### config.mk
export PLATFORM = sky130hd
export DESIGN_NAME = controle_atuadores
export DESIGN_NICKNAME = d
export VERILOG_FILES = /design/src/rtl/robo_pkg.sv /design/src/rtl/temporizador_ciclos.sv /design/src/rtl/controle_atuadores.sv
export SDC_FILE = /design/constraint.sdc
export NUM_CORES = 1
export LEC_CHECK = 0
export BUFFER_PORTS_ARGS = -buffer_cell sky130_fd_sc_hd__buf_2
export CAP_MARGIN = 10
export CORE_MARGIN = 2
export CORE_UTILIZATION = 50
export CTS_BUF_LIST = sky130_fd_sc_hd__clkbuf_16
export CTS_CLUSTER_DIAMETER = 200
export CTS_CLUSTER_SIZE = 24
export DETAILED_ROUTE_END_ITERATION = 6
export PLACE_DENSITY = 0.74
export RECOVER_POWER = 50
export SYNTH_ARGS = -nofsm -noshare
export SYNTH_HDL_FRONTEND = slang
export SYNTH_SLANG_ARGS = --single-unit
### constraint.sdc
create_clock -name clock -period 2.8 [get_ports clock]
set_clock_uncertainty 0.15 [all_clocks]
set_input_delay 0.14 -clock clock [delete_from_list [all_inputs] [get_ports clock]]
set_output_delay 0.14 -clock clock [all_outputs]
set_load 0.01 [all_outputs]
### src/rtl/robo_pkg.sv
// Shared types and default timing for the cleaning-robot actuator controller.
package robo_pkg;

    typedef enum logic [2:0] {
        OCIOSO,
        AVANCO,
        GIRO,
        BRACO_SAI,
        VARRE,
        BRACO_VOLTA,
        PARADA
    } estado_t;

    typedef enum logic [1:0] {
        CMD_NENHUM  = 2'b00,
        CMD_AVANCAR = 2'b01,
        CMD_GIRAR   = 2'b10,
        CMD_REMOVER = 2'b11
    } comando_t;

    localparam int unsigned AVANCO_CICLOS_PADRAO = 8;
    localparam int unsigned GIRO_CICLOS_PADRAO   = 16;
    localparam int unsigned BRACO_CICLOS_PADRAO  = 4;
    localparam int unsigned VARRE_CICLOS_PADRAO  = 8;

    // Counter load for an N-cycle hold: N-1, with 0 treated as 1 and saturating at 256 cycles.
    function automatic logic [7:0] carga_contador(input int unsigned n);
        if (n <= 1) begin
            return 8'd0;
        end else if (n >= 256) begin
            return 8'hFF;
        end else begin
            return 8'(n - 1);
        end
    endfunction

endpackage

### src/rtl/temporizador_ciclos.sv
// 8-bit loadable down-counter; stops at zero and flags it.
module temporizador_ciclos (
    input  logic       clock,
    input  logic       reset,
    input  logic       carrega,
    input  logic [7:0] valor,
    output logic       zero
);

    logic [7:0] contagem;

    // Load takes precedence; otherwise count down until zero is reached.
    always_ff @(posedge clock or negedge reset) begin
        if (!reset) begin
            contagem <= '0;
        end else if (carrega) begin
            contagem <= valor;
        end else if (contagem != '0) begin
            contagem <= contagem - 8'd1;
        end
    end

    assign zero = (contagem == '0);

endmodule

### src/rtl/controle_atuadores.sv
// Actuator sequencer: motor moves, arm/brush removal sequence and emergency stop.
module controle_atuadores
    import robo_pkg::*;
#(
    parameter int unsigned AVANCO_CICLOS = AVANCO_CICLOS_PADRAO,
    parameter int unsigned GIRO_CICLOS   = GIRO_CICLOS_PADRAO,
    parameter int unsigned BRACO_CICLOS  = BRACO_CICLOS_PADRAO,
    parameter int unsigned VARRE_CICLOS  = VARRE_CICLOS_PADRAO
) (
    input  logic       clock,
    input  logic       reset,
    input  logic       avancar,
    input  logic       girar,
    input  logic       remover,
    input  logic       parar,
    output logic       motor_esq_frente,
    output logic       motor_dir_frente,
    output logic       motor_dir_re,
    output logic       braco_estende,
    output logic       braco_recolhe,
    output logic       escova_liga,
    output logic       ocupado,
    output logic       concluido,
    output logic [1:0] comando
);

    localparam logic [7:0] CARGA_AVANCO = carga_contador(AVANCO_CICLOS);
    localparam logic [7:0] CARGA_GIRO   = carga_contador(GIRO_CICLOS);
    localparam logic [7:0] CARGA_BRACO  = carga_contador(BRACO_CICLOS);
    localparam logic [7:0] CARGA_VARRE  = carga_contador(VARRE_CICLOS);

    estado_t    estado;
    estado_t    proximo;
    logic       abortado;
    logic       proximo_abortado;
    logic       carrega;
    logic [7:0] valor_carga;
    logic       zero;

    temporizador_ciclos u_temporizador (
        .clock   (clock),
        .reset   (reset),
        .carrega (carrega),
        .valor   (valor_carga),
        .zero    (zero)
    );

    function automatic comando_t comando_do_estado(input estado_t e);
        case (e)
            AVANCO:                        return CMD_AVANCAR;
            GIRO:                          return CMD_GIRAR;
            BRACO_SAI, VARRE, BRACO_VOLTA: return CMD_REMOVER;
            default:                       return CMD_NENHUM;
        endcase
    endfunction

    // Next state, abort flag and timer load; a stop during the arm sequence still retracts first.
    always_comb begin
        proximo          = estado;
        proximo_abortado = abortado;
        carrega          = 1'b0;
        valor_carga      = '0;
        unique case (estado)
            OCIOSO: begin
                proximo_abortado = 1'b0;
                if (parar) begin
                    proximo = PARADA;
                end else if (remover) begin
                    proximo     = BRACO_SAI;
                    carrega     = 1'b1;
                    valor_carga = CARGA_BRACO;
                end else if (girar) begin
                    proximo     = GIRO;
                    carrega     = 1'b1;
                    valor_carga = CARGA_GIRO;
                end else if (avancar) begin
                    proximo     = AVANCO;
                    carrega     = 1'b1;
                    valor_carga = CARGA_AVANCO;
                end
            end
            AVANCO, GIRO: begin
                if (parar) begin
                    proximo = PARADA;
                end else if (zero) begin
                    proximo = OCIOSO;
                end
            end
            BRACO_SAI, VARRE: begin
                if (parar) begin
                    proximo          = BRACO_VOLTA;
                    proximo_abortado = 1'b1;
                    carrega          = 1'b1;
                    valor_carga      = CARGA_BRACO;
                end else if (zero) begin
                    carrega = 1'b1;
                    if (estado == BRACO_SAI) begin
                        proximo     = VARRE;
                        valor_carga = CARGA_VARRE;
                    end else begin
                        proximo     = BRACO_VOLTA;
                        valor_carga = CARGA_BRACO;
                    end
                end
            end
            BRACO_VOLTA: begin
                if (parar) begin
                    proximo_abortado = 1'b1;
                end
                if (zero) begin
                    proximo          = (abortado || parar) ? PARADA : OCIOSO;
                    proximo_abortado = 1'b0;
                end
            end
            PARADA: begin
                proximo_abortado = 1'b0;
                if (!parar) begin
                    proximo = OCIOSO;
                end
            end
            default: begin
                proximo          = OCIOSO;
                proximo_abortado = 1'b0;
            end
        endcase
    end

    // State register with Moore outputs decoded from the incoming state.
    always_ff @(posedge clock or negedge reset) begin
        if (!reset) begin
            estado           <= OCIOSO;
            abortado         <= 1'b0;
            motor_esq_frente <= 1'b0;
            motor_dir_frente <= 1'b0;
            motor_dir_re     <= 1'b0;
            braco_estende    <= 1'b0;
            braco_recolhe    <= 1'b0;
            escova_liga      <= 1'b0;
            ocupado          <= 1'b0;
            concluido        <= 1'b0;
            comando          <= CMD_NENHUM;
        end else begin
            estado           <= proximo;
            abortado         <= proximo_abortado;
            motor_esq_frente <= (proximo == AVANCO) || (proximo == GIRO);
            motor_dir_frente <= (proximo == AVANCO);
            motor_dir_re     <= (proximo == GIRO);
            braco_estende    <= (proximo == BRACO_SAI);
            braco_recolhe    <= (proximo == BRACO_VOLTA);
            escova_liga      <= (proximo == VARRE);
            ocupado          <= (proximo != OCIOSO);
            // Only normal completions reach OCIOSO from a busy state other than PARADA.
            concluido        <= (proximo == OCIOSO) && (estado != OCIOSO) && (estado != PARADA);
            comando          <= comando_do_estado(proximo);
        end
    end

endmodule

==> metrics <==
status completed; Min-Delay Path Class in -> reg; Crit Path Category reg -> reg; Ys Warns 0; CTS Buf Count 3; DR iter-0 viols 11; grt met3 use 0.0316; P per Cell Area roughly 1300 nW/um^2; Pins Over Slew Limit 0; Final Hold Fails 0; syn_nets ~120; Initial Utilization 0.521; H-tree level count 1; Reg power frac 0.335; Critical-path top delay cell or4b_4; Root Driver clkbuf_16; Cell Area, Synth about 1100 um^2; num rows 17; sequential area share after synthesis 0.487; post-route setup slack 0.301 ns; largest net degree at the start of global routing 23; RSZ-0062 raised after global routing false; met2 Use GR 0.350; 1st-pass router iterations 4; GRT Max-Usage Layer met2; worst hold path depth 3; CTS tree built; Slew headroom 0.255; Area growth, synth to finish 20.6%; Max VDD drop about 0.00077 V; Routed wire per std cell 14.6 um; clock tree buffer depth 2; Final Wtd Congestion roughly 0.76; Synth Register Bits 22; fraction of registers with async set/reset 1.00; r2r setup slk 0.30 ns; CP Cell Sequence inv_1 > ha_1 > or4b_4 > o41ai_2 > nand3_2 > or2_4 > or2_1; Critical Path AT approximately 2.5 ns; Comb power frac 0.446; Peak Freq between 0.4 and 0.5 GHz; Worst path depth 7; crit end category register; Tmin final 2.50 ns; port buffer count 15; io pins 16; Least-Margin Pin Slew 1.12 ns; cell count after synthesis 117; Skew-Pair Late Insertion Delay between 0.2 and 0.3 ns; clock-pin slew on the worst setup and hold paths around 0.06 ns; ratio of cells with drive above 1 in the final layout 0.197; Syn Area/Cell roughly 9.7 um^2; crit path launch u_temporizador.contagem[0]; number of max-cap violations 0; Setup violations, final 0; RR Startpoint u_temporizador.contagem[0]; GR Util met1 0.243; Final ANT Viol Nets 0; share of the synthesized area in the top cell type 0.487; via count around 900; Worst Path Required between 2 and 3 ns; DPL Wire Length roughly 1700 um; initial antenna violation count 0; Final period util 0.893; Sw Share 0.390; Setup WS pre-CTS ~0.34 ns; vias in the first global route between 800 and 900; fill count 196; Die W between 50 and 60 um; clock sink total 22; crit-path max FO 6; GRT overflow 0; crit-path max cell delay between 0.5 and 0.6 ns; Vias/cell between 5 and 6; Pint between 1 and 1.5 mW; setup bufs post-CTS 0; Setup crit start kind register; synth unique cells 40; Ant. Diodes 0; number of synthesized flops with an enable pin 0; die area 2660 um^2; Core ar. about 2200 um^2; WL final approximately 2400 um; Die Y 51.6 um; Leak 0.604 nW; Bufs and invs on worst path 1; top cells by count, synth 22 x dfrtp_1, 11 x nor2_1, 10 x nor3_1; P_sw ~0.71 mW; most frequent cell after synthesis dfrtp_1; Main synth FF type dfrtp_1; Reg2Reg Depth 7; GRT Resource Usage Total 0.202; Synth area leaders dfrtp_1 49%, nor3_1 4.4%, nor2_1 3.7%; drt drc 0; biggest area consumer among synthesized cells dfrtp_1; crit-path leading delay family simple AND/OR/NAND/NOR gates; Clk pwr share 0.220; Layout Nets 145; Worst Setup EP ocupado; Fin Setup TNS 0 ns; first-pass GRT wire length 3950 um; capture point of the worst reg-to-reg path ocupado
==> through the flow <==
step	utilization	area, um^2	hold WS, ns	power, mW	std cells
4_1_cts	0.632	1370	0.00562	1.82	165
2_1_floorplan	-	1130	-0.306	1.16	117
3_5_place_dp	0.579	1260	-0.0163	1.41	160
5_1_grt	0.629	1360	0.0395	1.93	165
3_3_place_gp	0.579	1260	-0.0244	1.37	160
6_report	0.629	1360	0.00181	1.81	165
==> power groups by stage <==
stage	sequential, mW	clock [mW]	combinational, mW
floorplan	0.564	0	0.593
global placement	0.594	0	0.774
detailed placement	0.606	0	0.805
CTS	0.600	0.399	0.825
global route	0.626	0.413	0.895
finish	0.605	0.398	0.806
==> cells by family after synthesis <==
kind of cell,synth area share
adders and majority gates,0.0199
xor gates and xnor gates,0.0232
buffers and inverters,0.0232
muxes,0.0265
AOI/OAI and AO/OA,0.143
and+or+nand+nor,0.278
DFF,0.487
==> cells in the final DEF (no fill, tap or decap), drive strengths merged, types with 3 or more instances in the layout <==
cell type,instances
a21oi,7
buf,13
clkbuf,9
dfrtp,22
inv,3
mux2i,3
nand2,8
nand2b,6
nand3,4
nor2,12
nor2b,3
nor3,10
o21ai,8
or2,3
==> layout make-up <==
| class | instances | area [um^2] | area share |
|---|---|---|---|
| inverters | 3 | 11.3 | 0.00826 |
| multi-input cells | 88 | 554 | 0.406 |
| well taps | 28 | 35.0 | 0.0257 |
| flip-flops and latches | 22 | 551 | 0.404 |
| repair buffers | 20 | 108 | 0.0789 |
| clock buffers | 3 | 75.1 | 0.0550 |
| clock inverters | 1 | 30.0 | 0.0220 |
==> registers in the layout, summed over array words and instances, names as in the netlist <==
signal and flops:
motor_dir_re 1, estado 3, motor_dir_frente 1, braco_recolhe 1, abortado 1, braco_estende 1, comando 2, ocupado 1
u_temporizador.contagem 8, escova_liga 1, motor_esq_frente 1, concluido 1
==> layer usage <==
| layer | wire length (um) | vias up | part of all wire |
|---|---|---|---|
| li1 | - | 456 | - |
| met2 | 1210 | 16 | 0.50 |
| met3 | 76 | 4 | 0.032 |
| met1 | 1090 | 438 | 0.45 |
| met4 | 29 | 0 | 0.012 |
| met5 | 0 | - | 0 |
==> tightest hold or removal path, delay by kind of cell <==
family	cells	cell delay [ns]
buffers and inverters	1	0.11
and+or+nand+nor	1	0.06
AOI/OAI and AO/OA	1	0.06
==> worst min path at each step <==
stage | start | endpoint | slack [ns]
after floorplan | reset | abortado | -0.31
after global placement | reset | u_temporizador.contagem[2] | -0.02
after detailed placement | reset | u_temporizador.contagem[2] | -0.02
after CTS | girar | u_temporizador.contagem[3] | 0.006
after global routing | girar | u_temporizador.contagem[3] | 0.04
final | girar | u_temporizador.contagem[3] | 0.002
==> repair_timing <==
item | 4_1_cts | 5_1_grt
hold endpoints to repair | 22 | 0
hold buffers | 1 | 0
gates resized for setup | 0 | 0
Power figures use the tool's default switching activity.
